### src/rtl/msrv32_fetch_ctrl.sv
// Instruction-fetch sequencer: one outstanding imem request, a one-entry skid
// buffer for decode stalls, and discard of stale responses after a redirect.
module msrv32_fetch_ctrl #(
  parameter logic [31:0] RESET_PC          = 32'h0000_0000,
  parameter int unsigned BOOT_FLUSH_CYCLES = 2
) (
  input  logic        ms_riscv32_mp_clk_in,
  input  logic        ms_riscv32_mp_rst_in,
  input  logic        redirect_in,
  input  logic [31:0] redirect_pc_in,
  input  logic        stall_in,
  output logic        imem_req_out,
  output logic [31:0] imem_addr_out,
  input  logic        imem_gnt_in,
  input  logic        imem_rvalid_in,
  input  logic [31:0] imem_rdata_in,
  output logic [31:0] instr_out,
  output logic [31:0] pc_out,
  output logic        instr_valid_out,
  output logic        flush_out
);
  localparam logic [31:0] NOP       = 32'h0000_0013;
  localparam logic [3:0]  BOOT_LAST = 4'(BOOT_FLUSH_CYCLES - 1);

  typedef enum logic [1:0] {BOOT, REQ, WAIT, HOLD} state_t;

  state_t      r_state, w_state_next;
  logic [3:0]  r_boot_cnt, w_boot_cnt_next;
  logic [31:0] r_fetch_pc, w_fetch_pc_next;
  logic [31:0] r_target, w_target_next;
  logic        r_discard, w_discard_next;
  logic [31:0] r_skid_instr, w_skid_instr_next;
  logic [31:0] r_skid_pc, w_skid_pc_next;
  logic [31:0] r_instr, w_instr_next;
  logic [31:0] r_pc, w_pc_next;
  logic        r_valid, w_valid_next;
  logic        w_load;
  logic [31:0] w_load_instr, w_load_pc;

  always_comb begin
    w_state_next      = r_state;
    w_boot_cnt_next   = r_boot_cnt;
    w_fetch_pc_next   = r_fetch_pc;
    w_target_next     = r_target;
    w_discard_next    = r_discard;
    w_skid_instr_next = r_skid_instr;
    w_skid_pc_next    = r_skid_pc;
    w_load            = 1'b0;
    w_load_instr      = imem_rdata_in;
    w_load_pc         = r_fetch_pc;

    case (r_state)
      BOOT: begin
        if (redirect_in) w_fetch_pc_next = redirect_pc_in;
        if (r_boot_cnt == BOOT_LAST) begin
          w_boot_cnt_next = 4'd0;
          w_state_next    = REQ;
        end else begin
          w_boot_cnt_next = r_boot_cnt + 4'd1;
        end
      end
      REQ: begin
        // The address stays put: a redirected request still completes and is dropped later.
        if (redirect_in) begin
          w_discard_next = 1'b1;
          w_target_next  = redirect_pc_in;
        end
        if (imem_gnt_in) w_state_next = WAIT;
      end
      WAIT: begin
        if (imem_rvalid_in) begin
          if (r_discard || redirect_in) begin
            w_discard_next  = 1'b0;
            w_fetch_pc_next = redirect_in ? redirect_pc_in : r_target;
            w_state_next    = REQ;
          end else if (stall_in) begin
            w_skid_instr_next = imem_rdata_in;
            w_skid_pc_next    = r_fetch_pc;
            w_state_next      = HOLD;
          end else begin
            w_load          = 1'b1;
            w_fetch_pc_next = r_fetch_pc + 32'd4;
            w_state_next    = REQ;
          end
        end else if (redirect_in) begin
          w_discard_next = 1'b1;
          w_target_next  = redirect_pc_in;
        end
      end
      HOLD: begin
        if (redirect_in) begin
          w_fetch_pc_next = redirect_pc_in;
          w_state_next    = REQ;
        end else if (!stall_in) begin
          w_load          = 1'b1;
          w_load_instr    = r_skid_instr;
          w_load_pc       = r_skid_pc;
          w_fetch_pc_next = r_fetch_pc + 32'd4;
          w_state_next    = REQ;
        end
      end
      default: w_state_next = BOOT;
    endcase

    // Decode register: redirect beats stall, stall beats a new load.
    w_instr_next = r_instr;
    w_pc_next    = r_pc;
    w_valid_next = r_valid;
    if (redirect_in) begin
      w_valid_next = 1'b0;
      w_instr_next = NOP;
    end else if (!stall_in) begin
      if (w_load) begin
        w_instr_next = w_load_instr;
        w_pc_next    = w_load_pc;
        w_valid_next = 1'b1;
      end else begin
        w_valid_next = 1'b0;
      end
    end
  end

  always_ff @(posedge ms_riscv32_mp_clk_in or posedge ms_riscv32_mp_rst_in) begin
    if (ms_riscv32_mp_rst_in) begin
      r_state      <= BOOT;
      r_boot_cnt   <= 4'd0;
      r_fetch_pc   <= RESET_PC;
      r_target     <= RESET_PC;
      r_discard    <= 1'b0;
      r_skid_instr <= NOP;
      r_skid_pc    <= RESET_PC;
      r_instr      <= NOP;
      r_pc         <= RESET_PC;
      r_valid      <= 1'b0;
    end else begin
      r_state      <= w_state_next;
      r_boot_cnt   <= w_boot_cnt_next;
      r_fetch_pc   <= w_fetch_pc_next;
      r_target     <= w_target_next;
      r_discard    <= w_discard_next;
      r_skid_instr <= w_skid_instr_next;
      r_skid_pc    <= w_skid_pc_next;
      r_instr      <= w_instr_next;
      r_pc         <= w_pc_next;
      r_valid      <= w_valid_next;
    end
  end

  assign imem_req_out    = (r_state == REQ);
  assign imem_addr_out   = r_fetch_pc;
  assign instr_out       = r_instr;
  assign pc_out          = r_pc;
  assign instr_valid_out = r_valid;
  assign flush_out       = ~r_valid | redirect_in;
endmodule

### config.mk
export PLATFORM = sky130hd
export DESIGN_NAME = msrv32_fetch_ctrl
export DESIGN_NICKNAME = d
export VERILOG_FILES = /design/src/rtl/msrv32_fetch_ctrl.sv
export SDC_FILE = /design/constraint.sdc
export NUM_CORES = 1
export LEC_CHECK = 0
export BUFFER_PORTS_ARGS = -buffer_cell sky130_fd_sc_hd__buf_2
export CAP_MARGIN = 20
export CORE_MARGIN = 2
export CORE_UTILIZATION = 36
export CTS_CLUSTER_DIAMETER = 200
export DETAILED_ROUTE_END_ITERATION = 6
export GPL_ROUTABILITY_DRIVEN = 0
export PLACE_DENSITY_LB_ADDON = 0.08
export SLEW_MARGIN = 15
export SYNTH_ARGS = -nofsm -noshare
export SYNTH_HDL_FRONTEND = slang
export SYNTH_SLANG_ARGS = --single-unit
### constraint.sdc
create_clock -name ms_riscv32_mp_clk_in -period 13.14 [get_ports ms_riscv32_mp_clk_in]
set_input_delay 3.285 -clock ms_riscv32_mp_clk_in [delete_from_list [all_inputs] [get_ports ms_riscv32_mp_clk_in]]
set_output_delay 3.285 -clock ms_riscv32_mp_clk_in [all_outputs]
set_load 0.02 [all_outputs]
### Word-level counts from Yosys, hierarchy flattened

Index checks and enable logic that the tools add are counted.

| word-level totals | value |
|---|---|
| bits in registers | 200 |
| output and inout port bits | 99 |

| operators by class | value |
|---|---|
| $add $sub $neg | 2 |
| equality and inequality tests | 12 |
| multiplexer cells | 35 |
| bitwise operators | 5 |
| reductions and logical operators | 12 |

Operator list:

| operator | count |
|---|---|
| two-way mux 32 bit | 12 |
| one-hot mux 32 bit (3 select lines) | 1 |
| one-hot mux 32 bit (2 select lines) | 1 |
| adder 32 x 3 -> 32 bit (second input constant) | 1 |
| two-way mux 2 bit | 7 |
| two-way mux 1 bit | 10 |
| inequality test 2 bit (second input constant) | 5 |
| one-hot mux 2 bit (4 select lines) | 1 |
| AND reduction 4 bit | 2 |
| inequality test 3 bit (second input constant) | 2 |
| AND reduction 2 bit | 3 |
| AND reduction 3 bit | 2 |
| adder 4 x 1 -> 4 bit (second input constant) | 1 |
| == test 2 bit (second input constant) | 2 |
| == test 4 x 1 -> 1 bit (second input constant) | 1 |
| two-way mux 4 bit | 1 |
| NOT 1 bit | 4 |
| one-hot mux 1 bit (2 select lines) | 2 |
| nonzero test 2 bit | 2 |
| nonzero test 3 bit | 1 |
| == test 2 x 1 -> 1 bit (second input constant) | 1 |
| zero test 2 bit | 1 |
| inequality test 2 x 1 -> 1 bit (second input constant) | 1 |
| logical OR 1 bit | 1 |
| bitwise OR 1 bit | 1 |

### Logic depth before layout (Yosys ltp)

Gate-level depths: netlist of the first run.

| logic depth | value |
|---|---|
| depth in word-level cells | 7 |
| depth in mapped cells | 10 |
| mapped depth without buffers | 7 |

### Worst setup path after synthesis of the first run

OpenSTA, ideal clock, no wires.

| timing path | value |
|---|---|
| kind | input to output |
| start point | in redirect_in |
| end point | out flush_out |
| arrival | 3754 ps |
| data required time | 9855 ps |
| setup slack | 6101 ps |
| cell stages on the path | 2 |
| buffers on the path | 1 |
| cell sequence | clkbuf_1 > nand2b_1 |

| between the ends | value |
|---|---|
| longest elaborated chain between the ends | 1 |

Ends and longest elaborated chain:

| what | RTL line | source |
|---|---|---|
| start: declaration | 9 | `input logic redirect_in,` |
| bitwise OR 1 bit | 154 | `assign flush_out = ~r_valid \| redirect_in;` |
| end: declaration | 20 | `output logic flush_out` |

No other way between the ends.

### Worst setup path in the final report of the first run

Same ends and word-level chain as after synthesis.

==> impl_metrics.yaml, run 1 <==
outcome:
  status: "complete, no violations"
logic_synthesis:
  synth_top_cells_by_count: "dfrtp_1 (194), o21ai_0 (92), mux2_2 (89), nand2_1 (64), mux2i_1 (62)"
  syn_inst: 822
  synth-seq-cells: 200
  ys_seq_area_frac: 0.541
  syn_nets: 898
  synth.avg_cell_area_um2: 11.3
  synthTopCellsByArea: "dfrtp_1 (52%), mux2_2 (11%), mux2i_1 (6.7%), o21ai_0 (5.0%), nand2_1 (2.6%)"
  synthArstFlopShare: 1.00
  synth_top_area_frac: 0.524
  yosys_warnings: 0
  yosys.area.top_type: "dfrtp_1"
  synth_cell_types: 57
  synth_area_um2: 9270
  synth_ff_type: "dfrtp_1"
  synth_edf_count: 0
  yosysMostFrequentCell: "dfrtp_1"
floorplan:
  core-area_um2: 25300
  die_x_um: 164
  die_y_um: 164
  die_area_um2: 27000
  rows: 58
  io_pins: 169
  start_util: 0.367
critical_path:
  reg2reg_depth: 5
  reg2reg_slack_ns: 10.26
  cp_cell_sequence: "buf_2 > buf_4 > nand2b_1 > buf_2"
  cp_top_family: "buffers and inverters"
  crit_path_end_kind: "primary output"
  crit_top_cell: "buf_2"
  arrival_ns: 4.11
  startpoint_type: "input pin"
  required_ns: 9.85
  crit_fanout: 42
  slowest_stage: "buf_4"
  critical_path_class: "input pin to primary output"
  cp_num_buf_inv: 3
  worstSetupPathDepth: 4
  slowest_delay_ns: 0.37
detailed_routing:
  route.vias.total: 6845
  routedWlPerCell_um: 18.6
  wirelength_um: 24200
  vias_per_cell: 5.27
  drt_iter0_drc: 463
  drcViolationCount: 0
  drt-pass1-iter-count: 5
  postRouteAntennaNets: 0
timing:
  maxSlewViolCount: 0
  setup_viol: 0
  max_slew.worst_pin.slew_ns: 1.00
  hold_viol_final: 0
  skew_ns: 0.0104
  fmax_mhz: 135
  period_share: 0.563
  max_slew_margin: 0.331
  rsz0062_at_grt: "no"
  finalSetupTns_ns: 0
  post-route-min-period_ns: 7.39
finish:
  fin_util: 0.435
  diodes: 0
  fin_nets: 1033
  synthToLayoutAreaGrowth_pct: 18.6
  layout-drive-gt1-share: 0.328
global_routing:
  grt_pass1_wl_um: 38300
  grt_max_degree: 129
  antenna_found_initial: 0
  grt_usage: 0.183
  grt_pass1_vias: 6530
  overflow: 0
clock_network:
  cts.sinks: 200
  cts_buffers: 17
  clk_latency_ns: 0.43
  post_cts_buffers: 0
  ctsResizeCount: 0
  holdBufCountCts: 0
  clkTransAtPathRegs_ns: 0.08
  cts_max_path_buffers: 2
  htree_levels: 4
  cts_tree: "yes"
  cts_root_buf: "clkbuf_16"
worst_hold_path:
  hold_path_depth: 2
  min_path_type: "register to register"
power_and_ir_drop:
  power.share.combinational: 0.360
  power_switching_mw: 0.991
  p_int_mw: 1.43
  power_density_nw_per_um2: 221
  power.leakage_nw: 5.08
  pwr-share-seq: 0.425
  switching_share: 0.409
  ir_worst_vdd_mv: 0.0961
  clockPowerShare: 0.215
place:
  dpl.hpwl_um: 15700
  io_buffers: 168
run:
  maxCapViolCount: 0
-- tightest hold or removal path: cells and delay by family, from the launching register on --
kind	cells	cell delay, ns
and+or+nand+nor	1	0.04
AOI/OAI and AO/OA	1	0.05
DFF	1	0.34
-- stage by stage --
stage	hold slack (ns)	cells	area, um2	worst slack, ns	power [mW]
2_1_floorplan	0.450	822	9270	4.41	1.60
3_3_place_gp	0.456	1268	10400	5.77	1.91
3_5_place_dp	0.468	1268	10400	5.75	1.93
4_1_cts	0.484	1300	11000	5.75	2.46
5_1_grt	0.505	1300	11000	5.69	2.59
6_report	0.475	1300	11000	5.75	2.42
-- area by class of cell --
cell class / instances / area (um2)
timing repair buffer: 178 / 916
sequential: 200 / 5010
multi-input combinational: 548 / 4010
inverter: 12 / 52.6
tap: 330 / 413
clock inverter: 15 / 161
clock buffer: 17 / 425
fill: 2471 / 14300
-- path summary, 6_finish.rpt --
kind / startpoint / to
setup / recovery: redirect_in / flush_out
max in group asynchronous: ms_riscv32_mp_rst_in / r_skid_pc[22]$_DFFE_PP0P_
hold reg to reg: pc_out[19]$_DFFE_PP0P_ / pc_out[19]$_DFFE_PP0P_
min in group asynchronous: ms_riscv32_mp_rst_in / pc_out[3]$_DFFE_PP0P_
setup reg to reg: r_state[0]$_DFFE_PP0P_ / r_skid_pc[23]$_DFFE_PP0P_
hold / removal: pc_out[19]$_DFFE_PP0P_ / pc_out[19]$_DFFE_PP0P_
-- power groups by stage --
stage               combinational, mW  clock, mW  sequential, mW
global route                    0.965      0.564            1.07
floorplan                       0.503          0            1.10
detailed placement              0.883          0            1.04
CTS                             0.885      0.542            1.03
finish                          0.874      0.521            1.03
global placement                0.877          0            1.03
-- cells by family (layout without fill, tap and decap cells) --
kind of cell / count (synthesis) / after routing / synth area share
AO/OA/AOI/OAI: 194 / 194 / 0.129
XOR/XNOR: 3 / 3 / 0.00284
adder cells (fa/ha/maj): 6 / 6 / 0.00810
buffers and inverters: 74 / 222 / 0.0305
flip-flops: 200 / 200 / 0.541
multiplexers: 151 / 151 / 0.175
AND/OR/NAND/NOR: 194 / 194 / 0.114
-- per-layer routing --
metal	vias up	track usage	share of wire
li1	3271	-	-
met2	172	0.262	0.44
met3	6	0.0399	0.053
met4	0	0.0332	0.0049
met5	-	0	0
met1	3396	0.284	0.50
-- sequential cells by signal, summed over array words and instances, names as in the netlist --
register         cells
r_target            32
r_state              2
instr_out           32
r_boot_cnt           4
instr_valid_out      1
pc_out              32
r_skid_instr        32
imem_addr_out       32
r_skid_pc           32
r_discard            1
-- cell usage in the layout (no fill, tap or decap), types with 3 or more instances in the layout --
cell type,count
o21ai_1,6
inv_8,3
a221oi_1,8
nand2_1,63
inv_1,10
nor4b_1,3
clkinv_4,3
nand3b_1,29
mux2_2,89
buf_4,10
clkbuf_16,17
dfstp_2,6
nor2_1,30
or4_1,4
o21ai_0,92
inv_6,4
a22o_1,3
nor2b_1,7
and3_1,4
o211ai_1,6
mux2i_1,62
nor3b_1,4
nand4_1,10
dfrtp_1,194
a222oi_1,4
nand3_1,16
a31oi_1,4
o22ai_1,6
a21oi_1,23
ha_1,5
o31a_1,6
a211oi_1,3
clkinv_8,4
nor3_1,10
buf_2,168
a22oi_1,17
(Power assumes the default switching activity.)
==> run 2: changes to the inputs <==
Clock period 13.14 ns to 6 ns, I/O delays scaled along.
==> impl_metrics.yaml, run 2 (synthesis results as in run 1) <==
detailed_routing:
  route.vias.total: 6783
  postRouteAntennaNets: 0
  drcViolationCount: 0
  routedWlPerCell_um: 18.4
  wirelength_um: 24000
  drt-pass1-iter-count: 5
  vias_per_cell: 5.21
  drt_iter0_drc: 481
finish:
  synthToLayoutAreaGrowth_pct: 18.9
  layout_common_cells: "dfrtp_1 (194), buf_2 (168), o21ai_0 (92)"
  fill_cells: 2489
  fin_nets: 1034
  layout-drive-gt1-share: 0.329
  final_common_cell: "dfrtp_1"
  fin_util: 0.436
  diodes: 0
critical_path:
  cp_cell_sequence: "buf_2 > nand2b_1 > buf_2"
  worstReg2RegStart: "r_state[0]$_DFFE_PP0P_"
  reg2reg_slack_ns: 3.27
  slowest_delay_ns: 0.58
  startpoint_type: "input pin"
  slowest_stage: "buf_2"
  required_ns: 4.50
  arrival_ns: 2.48
  crit_fanout: 42
  crit_top_cell: "buf_2"
  crit_path_end_kind: "primary output"
  reg2reg_depth: 8
  reg2reg_to: "imem_addr_out[1]$_DFFE_PP0P_"
  critical_path_class: "input pin to primary output"
timing:
  skew_ns: 0.0126
  finalSetupTns_ns: 0
  maxSlewViolCount: 0
  period_share: 0.663
  rsz0062_at_grt: "no"
  max_slew_margin: 0.309
  fmax_mhz: 252
  setup_viol: 0
  hold_viol_final: 0
  max_slew.worst_pin.slew_ns: 1.04
  post-route-min-period_ns: 3.98
global_routing:
  grt_pass1_vias: 6368
  grt_usage: 0.181
  overflow: 0
  grt_max_degree: 144
  grt_pass1_wl_um: 37700
  antenna_found_initial: 0
power_and_ir_drop:
  ir_worst_vdd_mv: 0.167
  power_switching_mw: 2.18
  power.share.combinational: 0.358
  power_density_nw_per_um2: 484
  p_int_mw: 3.16
  power.leakage_nw: 5.09
  pwr-share-seq: 0.424
  switching_share: 0.408
  clockPowerShare: 0.218
clock_network:
  cts_max_path_buffers: 2
  clkTransAtPathRegs_ns: 0.08
  holdBufCountCts: 0
  cts_tree: "yes"
  htree_levels: 4
  cts.sinks: 200
  clk_latency_ns: 0.43
  ctsResizeCount: 0
  post_cts_buffers: 0
  cts_buffers: 17
  cts_root_buf: "clkbuf_16"
outcome:
  status: "complete, no violations"
floorplan:
  rows: 58
  core-area_um2: 25300
  start_util: 0.367
  die_x_um: 164
  io_pins: 169
  die_y_um: 164
  die_area_um2: 27000
worst_hold_path:
  min_path_type: "register to register"
  min_to: "pc_out[9]$_DFFE_PP0P_"
  hold_path_depth: 2
  holdCritStartpoint: "pc_out[9]$_DFFE_PP0P_"
place:
  dpl.hpwl_um: 15700
  io_buffers: 168
run:
  maxCapViolCount: 0
-- run 2: cell type report --
class / instances / area, um2 / share of cell area
Inverter: 12 / 48.8 / 0.00443
Sequential cell: 200 / 5010 / 0.455
Multi-Input combinational cell: 548 / 4010 / 0.364
Timing Repair Buffer: 179 / 936 / 0.0849
Tap cell: 330 / 413 / 0.0375
Clock buffer: 18 / 439 / 0.0399
Clock inverter: 14 / 159 / 0.0144
-- run 2: critical path, delay by kind of cell --
kind | cells | cell delay (ns)
buffers and inverters | 2 | 0.74
and+or+nand+nor | 1 | 0.21
-- run 2: power groups by stage --
stage | sequential, mW | combinational [mW] | clock [mW]
2_1_floorplan | 2.41 | 1.10 | 0
3_3_place_gp | 2.28 | 1.92 | 0
3_5_place_dp | 2.29 | 1.93 | 0
4_1_cts | 2.27 | 1.93 | 1.20
5_1_grt | 2.34 | 2.11 | 1.26
6_report | 2.26 | 1.91 | 1.16
-- run 2: per-stage QoR --
stage	hold WS [ns]	std cells	setup slack [ns]	instance area (um2)	power [mW]
final	0.475	1301	2.02	11000	5.34
after global routing	0.506	1301	1.94	11000	5.71
after CTS	0.483	1301	2.04	11000	5.40
after detailed placement	0.466	1269	2.04	10400	4.22
after global placement	0.457	1269	2.04	10400	4.20
after floorplan	0.450	822	1.92	9270	3.51
-- run 2: how the worst max path moves through the flow --
stage / to / cells after the start / from / slack [ns]
floorplan: imem_addr_out[0]$_DFFE_PP0P_ / 1 / ms_riscv32_mp_rst_in / 1.92
global placement: flush_out / 3 / redirect_in / 2.04
detailed placement: flush_out / 3 / redirect_in / 2.04
CTS: flush_out / 3 / redirect_in / 2.04
global route: flush_out / 3 / redirect_in / 1.94
finish: flush_out / 3 / redirect_in / 2.02
-- run 2: routing by layer --
layer,part of all wire,track usage
met5,0,0
met2,0.42,0.254
met1,0.52,0.285
met4,0.0088,0.0375
met3,0.048,0.0367
